===== config.mk =====
export PLATFORM = sky130hd
export DESIGN_NAME = capture_cmd_responder
export DESIGN_NICKNAME = d
export VERILOG_FILES = /design/src/rtl/lc_cmd_pkg.sv /design/src/rtl/capture_cmd_responder.sv
export SDC_FILE = /design/constraint.sdc
export NUM_CORES = 1
export LEC_CHECK = 0
export ABC_AREA = 0
export CAP_MARGIN = 20
export CORE_AREA = 8 8 161 163
export DETAILED_ROUTE_END_ITERATION = 8
export DIE_AREA = 0 0 169 171
export GPL_ROUTABILITY_DRIVEN = 0
export PLACE_DENSITY = 0.89
export SETUP_SLACK_MARGIN = 0.4
export SLEW_MARGIN = 20
export SYNTH_ARGS = -nofsm -noshare
export SYNTH_HDL_FRONTEND = slang
export SYNTH_SLANG_ARGS = --single-unit

===== constraint.sdc =====
create_clock -name clk -period 2.5 [get_ports clk]
set_input_delay 0.5 -clock clk [delete_from_list [all_inputs] [get_ports clk]]
set_output_delay 0.5 -clock clk [all_outputs]
set_load 0.005 [all_outputs]

===== src/rtl/lc_cmd_pkg.sv =====
// rtl/lc_cmd_pkg.sv - command codes, status bit indices and FSM states for the capture command responder
package lc_cmd_pkg;

    localparam logic [7:0] CMD_NOP           = 8'h00;
    localparam logic [7:0] CMD_START         = 8'h01;
    localparam logic [7:0] CMD_ABORT         = 8'h02;
    localparam logic [7:0] CMD_TRIG_CFG      = 8'h03;
    localparam logic [7:0] CMD_BUF_CFG       = 8'h04;
    localparam logic [7:0] CMD_READ_DATA     = 8'h05;
    localparam logic [7:0] CMD_READ_SIZE     = 8'h06;
    localparam logic [7:0] CMD_READ_TRIG     = 8'h07;
    localparam logic [7:0] CMD_ACK           = 8'h08;
    localparam logic [7:0] CMD_RESET         = 8'h09;
    localparam logic [7:0] CMD_READ_TRIG_ALT = 8'h10;

    localparam int STATUS_IDLE    = 0;
    localparam int STATUS_RUNNING = 1;
    localparam int STATUS_DONE    = 2;
    localparam int STATUS_ACK     = 3;
    localparam int STATUS_ERROR   = 4;

    typedef enum logic [1:0] {
        ST_IDLE,
        ST_EXEC,
        ST_RD_WAIT,
        ST_ACK_WAIT
    } state_t;

endpackage


===== src/rtl/capture_cmd_responder.sv =====
// rtl/capture_cmd_responder.sv - host-hub command decoder, config registers and ack handshake for the capture core
module capture_cmd_responder
    import lc_cmd_pkg::*;
#(
    parameter int          CHANNELS   = 16,
    parameter int          RD_LATENCY = 1,
    parameter logic [31:0] DEF_PRE    = 32'd0,
    parameter logic [31:0] DEF_TOTAL  = 32'd0
) (
    input  logic                clk,
    input  logic                resetn,
    input  logic [7:0]          command,
    input  logic                commandStrobe,
    input  logic [7:0]          regIn0,
    input  logic [7:0]          regIn1,
    input  logic [7:0]          regIn2,
    input  logic [7:0]          regIn3,
    input  logic [7:0]          regIn4,
    input  logic [7:0]          regIn5,
    input  logic [7:0]          regIn6,
    input  logic [7:0]          regIn7,
    output logic [7:0]          regOut0,
    output logic [7:0]          regOut1,
    output logic [7:0]          regOut2,
    output logic [7:0]          regOut3,
    output logic [7:0]          regOut4,
    output logic [7:0]          regOut5,
    output logic [7:0]          regOut6,
    output logic [7:0]          regOut7,
    output logic [7:0]          status,
    input  logic                captureDone,
    input  logic [31:0]         traceSize,
    input  logic [31:0]         triggerSample,
    output logic                startPulse,
    output logic                abortPulse,
    output logic                softReset,
    output logic [31:0]         preTriggerCount,
    output logic [31:0]         totalSampleCount,
    output logic [CHANNELS-1:0] desiredPattern,
    output logic [CHANNELS-1:0] activeChannels,
    output logic [CHANNELS-1:0] dontCare,
    output logic [7:0]          edgeChannel,
    output logic                edgeType,
    output logic                edgeEnable,
    output logic                patternEnable,
    output logic                traceRdEn,
    output logic [31:0]         traceRdAddr,
    input  logic [CHANNELS-1:0] traceRdData
);

    localparam logic [31:0] CH_LIMIT     = 32'(CHANNELS);
    localparam logic [1:0]  RD_WAIT_INIT = 2'(RD_LATENCY - 1);

    state_t      state;
    logic        idle, ack, error, running, done;
    logic        capture_done_q;
    logic [1:0]  rd_cnt;
    logic [7:0]  reg_out [8];

    logic        accept, capture_rise, trig_bad, buf_bad, rd_bad;
    logic [31:0] arg_lo, arg_hi, rd_word;

    // Command acceptance and per-command argument checks, evaluated on the strobe cycle
    always_comb begin
        accept       = commandStrobe && (state == ST_IDLE) && (command != CMD_ACK);
        capture_rise = captureDone && !capture_done_q;
        arg_lo       = {regIn3, regIn2, regIn1, regIn0};
        arg_hi       = {regIn7, regIn6, regIn5, regIn4};
        trig_bad     = running || ({24'd0, regIn6} >= CH_LIMIT);
        buf_bad      = running || (arg_hi > arg_lo);
        rd_bad       = running || (traceRdAddr == traceSize);
        rd_word      = 32'(traceRdData);
    end

    // Status byte assembled from the registered flags
    always_comb begin
        status                 = '0;
        status[STATUS_IDLE]    = idle;
        status[STATUS_RUNNING] = running;
        status[STATUS_DONE]    = done;
        status[STATUS_ACK]     = ack;
        status[STATUS_ERROR]   = error;
    end

    assign regOut0 = reg_out[0];
    assign regOut1 = reg_out[1];
    assign regOut2 = reg_out[2];
    assign regOut3 = reg_out[3];
    assign regOut4 = reg_out[4];
    assign regOut5 = reg_out[5];
    assign regOut6 = reg_out[6];
    assign regOut7 = reg_out[7];

    // Handshake FSM plus all config, read-back and capture-state registers
    always_ff @(posedge clk or negedge resetn) begin
        if (!resetn) begin
            state            <= ST_IDLE;
            idle             <= 1'b1;
            ack              <= 1'b0;
            error            <= 1'b0;
            running          <= 1'b0;
            done             <= 1'b0;
            capture_done_q   <= 1'b0;
            rd_cnt           <= '0;
            startPulse       <= 1'b0;
            abortPulse       <= 1'b0;
            softReset        <= 1'b0;
            traceRdEn        <= 1'b0;
            traceRdAddr      <= '0;
            preTriggerCount  <= DEF_PRE;
            totalSampleCount <= DEF_TOTAL;
            desiredPattern   <= '0;
            activeChannels   <= '0;
            dontCare         <= '0;
            edgeChannel      <= '0;
            edgeType         <= 1'b0;
            edgeEnable       <= 1'b0;
            patternEnable    <= 1'b0;
            for (int i = 0; i < 8; i++) reg_out[i] <= '0;
        end else begin
            startPulse     <= 1'b0;
            abortPulse     <= 1'b0;
            softReset      <= 1'b0;
            traceRdEn      <= 1'b0;
            capture_done_q <= captureDone;

            // A command accepted on the same edge overrides this below
            if (capture_rise) begin
                running <= 1'b0;
                done    <= 1'b1;
            end

            case (state)
                ST_IDLE: begin
                    if (accept) begin
                        state <= ST_EXEC;
                        idle  <= 1'b0;
                        error <= 1'b0;
                        case (command)
                            CMD_NOP: ;
                            CMD_START: begin
                                startPulse  <= 1'b1;
                                running     <= 1'b1;
                                done        <= 1'b0;
                                traceRdAddr <= '0;
                            end
                            CMD_ABORT: begin
                                abortPulse <= 1'b1;
                                running    <= 1'b0;
                                done       <= done;
                            end
                            CMD_TRIG_CFG: begin
                                if (trig_bad) begin
                                    error <= 1'b1;
                                end else begin
                                    desiredPattern <= CHANNELS'({regIn1, regIn0});
                                    activeChannels <= CHANNELS'({regIn3, regIn2});
                                    dontCare       <= CHANNELS'({regIn5, regIn4});
                                    edgeChannel    <= regIn6;
                                    {edgeType, edgeEnable, patternEnable} <= regIn7[2:0];
                                end
                            end
                            CMD_BUF_CFG: begin
                                if (buf_bad) begin
                                    error <= 1'b1;
                                end else begin
                                    preTriggerCount  <= arg_hi;
                                    totalSampleCount <= arg_lo;
                                end
                            end
                            CMD_READ_DATA: begin
                                if (rd_bad) error <= 1'b1;
                                else        traceRdEn <= 1'b1;
                            end
                            CMD_READ_SIZE: begin
                                {reg_out[3], reg_out[2], reg_out[1], reg_out[0]} <= traceSize;
                            end
                            CMD_READ_TRIG, CMD_READ_TRIG_ALT: begin
                                {reg_out[3], reg_out[2], reg_out[1], reg_out[0]} <= triggerSample;
                            end
                            CMD_RESET: begin
                                softReset        <= 1'b1;
                                running          <= 1'b0;
                                done             <= 1'b0;
                                traceRdAddr      <= '0;
                                preTriggerCount  <= DEF_PRE;
                                totalSampleCount <= DEF_TOTAL;
                                desiredPattern   <= '0;
                                activeChannels   <= '0;
                                dontCare         <= '0;
                                edgeChannel      <= '0;
                                edgeType         <= 1'b0;
                                edgeEnable       <= 1'b0;
                                patternEnable    <= 1'b0;
                                for (int i = 0; i < 8; i++) reg_out[i] <= '0;
                            end
                            default: error <= 1'b1;
                        endcase
                    end
                end
                ST_EXEC: begin
                    // The read request issued on acceptance decides whether to wait for RAM data
                    if (traceRdEn) begin
                        state  <= ST_RD_WAIT;
                        rd_cnt <= RD_WAIT_INIT;
                    end else begin
                        state <= ST_ACK_WAIT;
                        ack   <= 1'b1;
                    end
                end
                ST_RD_WAIT: begin
                    if (rd_cnt == 2'd0) begin
                        reg_out[0] <= rd_word[7:0];
                        reg_out[1] <= rd_word[15:8];
                        if (CHANNELS > 16) begin
                            reg_out[2] <= rd_word[23:16];
                            reg_out[3] <= rd_word[31:24];
                        end
                        traceRdAddr <= traceRdAddr + 32'd1;
                        state       <= ST_ACK_WAIT;
                        ack         <= 1'b1;
                    end else begin
                        rd_cnt <= rd_cnt - 2'd1;
                    end
                end
                ST_ACK_WAIT: begin
                    if (commandStrobe) begin
                        if (command == CMD_ACK) begin
                            state <= ST_IDLE;
                            ack   <= 1'b0;
                            idle  <= 1'b1;
                        end else begin
                            error <= 1'b1;
                        end
                    end
                end
                default: begin
                    state <= ST_IDLE;
                    ack   <= 1'b0;
                    idle  <= 1'b1;
                end
            endcase
        end
    end

endmodule


# Yosys cells after proc, flatten, opt, wreduce, memory -nomap -nowiden
# Cells that the tools add are included.
# word_totals
ramBits	0
regBits	201
in_bits	156
latch_bits	0
mem_count	0
out_inout_bits	231
romBits	0
# classes
n_eq_ne	28
n_lt_le_gt_ge	2
mul	0
n_div	0
n_bitwise	0
n_mux	73
n_shift	0
addsub	2
reduce_logical	31
# op_table
op	count
case mux 32 bit (2 select lines)	3
2-to-1 mux 32 bit	5
case mux 16 bit (2 select lines)	4
case mux 32 bit (3 select lines)	1
2-to-1 mux 16 bit	4
2-to-1 mux 64 bit	1
2-to-1 mux 1 bit	36
adder 32 x 1 -> 32 bit (second input constant)	1
equality test 32 bit	1
equality test 8 x 3 -> 1 bit (second input constant)	4
greater-than comparator 32 bit	1
AND reduction 4 bit	7
inequality test 2 bit (second input constant)	11
equality test 8 x 2 -> 1 bit (second input constant)	2
equality test 8 x 4 -> 1 bit (second input constant)	2
case mux 8 bit (2 select lines)	1
case mux 1 bit (2 select lines)	7
2-to-1 mux 2 bit	6
nonzero test 2 bit	5
equality test 8 x 1 -> 1 bit (second input constant)	1
equality test 8 x 5 -> 1 bit (second input constant)	1
>= comparator 8 x 5 -> 1 bit (second input constant)	1
zero test 8 bit	1
2-to-1 mux 8 bit	1
19 further kinds	29

# Depth between registers and ports, before layout
# depth
depth_word	6
ltp_mapped	10
ltp_nobuf	8

# Worst setup path after synthesis
# No wires, ideal clock.
# synth_path
path_type	input-to-reg
startpoint	input port regIn2[7]
endpoint	register preTriggerCount[0]
arrival_time_ns	2.489
required_ns	2.378
path_slack_ns	-0.111
path_stages	9
cell_sequence	inv_1 ha_1 a21oi_1 o21ai_0 a2111o_1 o21ai_0 nand4_1 clkbuf_1 a32o_1
# synth_via
elab_chain_len	4
# synth_lines
item	line_no	rtl
from (decl)	capture_cmd_responder.sv:16	input logic [7:0] regIn2,
greater-than comparator 32 bit	capture_cmd_responder.sv:70	buf_bad = running || (arg_hi > arg_lo);
logical OR 1 bit	capture_cmd_responder.sv:70	
inequality test 2 bit (no line)	n/a	
AND reduction 4 bit (no line)	n/a	
to (signal assigned)	capture_cmd_responder.sv:167	preTriggerCount <= arg_hi;
to (decl)	capture_cmd_responder.sv:37	output logic [31:0] preTriggerCount,
# Every way passes these cells.
# A chain may end at the register's enable or synchronous reset.

# Worst setup path after layout
# layout_path
startpoint	input port regIn7[6]
endpoint	register totalSampleCount[4]
# layout_via
elab_chain_len	4
# layout_lines
item	line_no	rtl
from (decl)	capture_cmd_responder.sv:21	input logic [7:0] regIn7,
greater-than comparator 32 bit	capture_cmd_responder.sv:70	
logical OR 1 bit	capture_cmd_responder.sv:70	
inequality test 2 bit (no line)	n/a	
AND reduction 4 bit (no line)	n/a	
to (signal assigned)	capture_cmd_responder.sv:168	totalSampleCount <= arg_lo;
to (decl)	capture_cmd_responder.sv:38	output logic [31:0] totalSampleCount,
# Every way passes these cells.

==> flow_metrics.tcl <==
set metrics [dict create \
    status "finished with violations" \
    violations "setup timing" \
    cp.required_ns 2.88 \
    setup_viol 37 \
    period_needed_ns 2.58 \
    leakagePower_nw 8.08 \
    setup_slack_ns -0.0763 \
    antenna_found_initial 6 \
    finalMaxSlewViolations 0 \
    design_area_sq_um 18100 \
    ff2ff_path_depth 7 \
    synth_edf_count 0 \
    path_cells "buf_6, ha_4, nand4_1, buf_4, buf_4, a21oi_1, o21ai_2, buf_4, and3_4, buf_12, buf_16, a32o_1" \
    clkTransAtPathRegs_ns 0.08 \
    tightest_slew_ns 0.620 \
    max_stage_delay_ns 0.46 \
    layout_common_cells "272 x clkdlybuf4s50_1, 185 x dfrtp_1, 131 x buf_4" \
    slowest_stage "a21oi_1" \
    hold_slack_ns 0.199 \
    start_kind "input pin" \
    start_util_pct 44.6 \
    relSlewSlack_pct 58.7 \
    synth_cells 1022 \
    die_area_sq_um 28900 \
    skew_ns 0.0285 \
    ys.flop_type "dfrtp_1" \
    rrSetupSlack_ns 0.14 \
    worstHoldPathCells 2 \
    final_common_cell "clkdlybuf4s50_1" \
    crit_type "input pin to register" \
    cts_buffers 22 \
    hold_class "input pin to register" \
    async_flop_share_pct 100 \
    finalCritPeriodShare_pct 103 \
    synth_area_sq_um 10400 \
    yosysSeqAreaShare_pct 48.5 \
    drc_errors 0 \
    cp-end-kind "register" \
    grt_max_degree 65 \
    core_sq_um 23300 \
    die_w_microns 169 \
    dpl-instance-area_sq_um 15400 \
    wl_per_cell_microns 29.4 \
    cp.arrival_ns 2.96 \
    drive_gt1_share_pct 35.9 \
    post_drt_via_cell_ratio 6.28 \
    htreeDepth 1 \
    cts_buffer_depth 3 \
    crit_top_cell "buf_4" \
    syn_to_final_growth_pct 74.5 \
    power_density_nw_per_um2 589 \
    yosysWarningCount 0 \
    die_h_microns 171 \
    grt_use_total_pct 32.0 \
    dp_slack_ns -0.688 \
    fin_util_pct 77.8 \
    port_buffers 351 \
    antenna_left 0 \
    grt_pass1_wl_microns 71300 \
    grt_pass1_vias 11742 \
    ys_types 58 \
    num_vias 11825 \
    wl_microns 55300 \
    avgSynthCellArea_sq_um 10.2 \
    insertion_delay_ns 0.52 \
    rsz0062_at_grt "true" \
    rows 56 \
    cap_violations 0 \
    hold_viol_final 0 \
    cts_tree "built" \
    dp_hpwl_microns 30400 \
    firstDrtPassIters 6 \
    ios 387 \
    ys_ff_latch 201 \
    ctsRootBufferMaster "clkbuf_16" \
    clock.fmax_mhz 388 \
    layout.nets 1738 \
    drt_iter0_drc 1468 \
    cts_sinks 201 \
    grt-ovfl-total 0 \
    total_power_mw 10.7 \
    ir_worst_vdd_v 0.000504 \
    worst-path-max-fanout 7 \
]
## worst max-delay path: cells and delay by family
kind,cells,cell delay (ns)
AOI/OAI and AO/OA,3,0.86
and+or+nand+nor,2,0.33
buffers and inverters,6,0.95
adders and majority gates,1,0.30
## registers in the layout (all words and copies together) (netlist names), 2 cells and up
signal            count
state                 2
regOut1               8
regOut3               8
preTriggerCount      32
rd_cnt                2
totalSampleCount     32
regOut0               8
edgeChannel           8
activeChannels       16
regOut2               8
desiredPattern       16
dontCare             16
traceRdAddr          32
## synth_stat cells (3+ instances only)
cell type / instances / area [sq um]
nand4_1: 19 / 119
xnor2_1: 11 / 96.3
nand3b_1: 6 / 45.0
nor2_1: 66 / 248
inv_1: 72 / 270
a2111o_1: 3 / 33.8
a22oi_1: 32 / 240
o31ai_1: 5 / 37.5
buf_4: 44 / 330
ha_1: 38 / 475
nand2_1: 66 / 248
and3_1: 5 / 31.3
clkbuf_1: 43 / 161
mux2_1: 25 / 282
buf_2: 12 / 60.1
o21ai_0: 83 / 415
dfrtp_1: 200 / 5000
nor4_1: 13 / 81.3
nand2b_1: 4 / 25.0
a32o_1: 64 / 641
mux2_2: 24 / 270
or3_1: 13 / 81.3
nand3_1: 38 / 190
a21o_1: 3 / 22.5
xor2_1: 36 / 315
a21oi_1: 29 / 145
nor2b_1: 7 / 43.8
nor3_1: 19 / 95.1
o21a_1: 4 / 30.0
## power breakdown
| part | internal (mW) | switching, mW | total [mW] | leakage (nW) |
|---|---|---|---|---|
| registers | 3.53 | 0.221 | 3.75 | 2.60 |
| clock network | 2.08 | 1.46 | 3.54 | 0.363 |
| logic | 1.75 | 1.62 | 3.37 | 5.12 |
| total | 7.35 | 3.31 | 10.7 | 8.08 |
## logic make-up after synthesis
logic type | Yosys count | synth area share (%)
buffers and inverters | 173 | 7.99
XOR/XNOR | 47 | 3.97
adder cells (fa/ha/maj) | 38 | 4.58
AND/OR/NAND/NOR | 268 | 12.7
flip-flops | 201 | 48.5
multiplexers | 49 | 5.32
AO/OA/AOI/OAI | 245 | 17.0
other | 1 | 0.0361
## what timing repair did
item / CTS / global route
hold buffers: 1 / 0
cloned: 13 / 3
pin swaps: 53 / 42
gates resized for setup: 423 / 167
setup endpoints to repair: 188 / 178
setup buffers: 48 / 33
endpoints found under the hold margin: 4 / 0
## stage by stage
step	instances	TNS, ns
after global placement	1741	-74.29
after detailed placement	1741	-90.06
final	1882	-1.03
after floorplan	1056	0
after CTS	1841	0
after global routing	1879	-1.86
## area by class of cell
class,count,area (sq um)
well taps,319,399
inverters,73,330
multi-input cells,683,5790
fillers,1268,5160
clock inverters,9,128
clock buffers,29,628
diodes,5,12.5
flip-flops and latches,201,5050
repair buffers,563,5770
## path summary, 6_finish.rpt
kind / start / to
max: regIn7[6] / totalSampleCount[4]
min: regIn3[0] / totalSampleCount[24]
max reg2reg: running / activeChannels[14]
min reg2reg: regOut3[2] / regOut3[2]
max in group asynchronous: resetn / idle
min in group asynchronous: resetn / preTriggerCount[17]
## per-layer routing
metal | vias to the layer above | track usage [%] | routed length, microns
li1 | 4662 | - | -
met3 | 341 | 8.78 | 6830
met2 | 1082 | 56.0 | 26000
met1 | 5736 | 34.1 | 18000
met4 | 4 | 19.7 | 4400
met5 | - | 0 | 28
(Power assumes the default switching activity.)
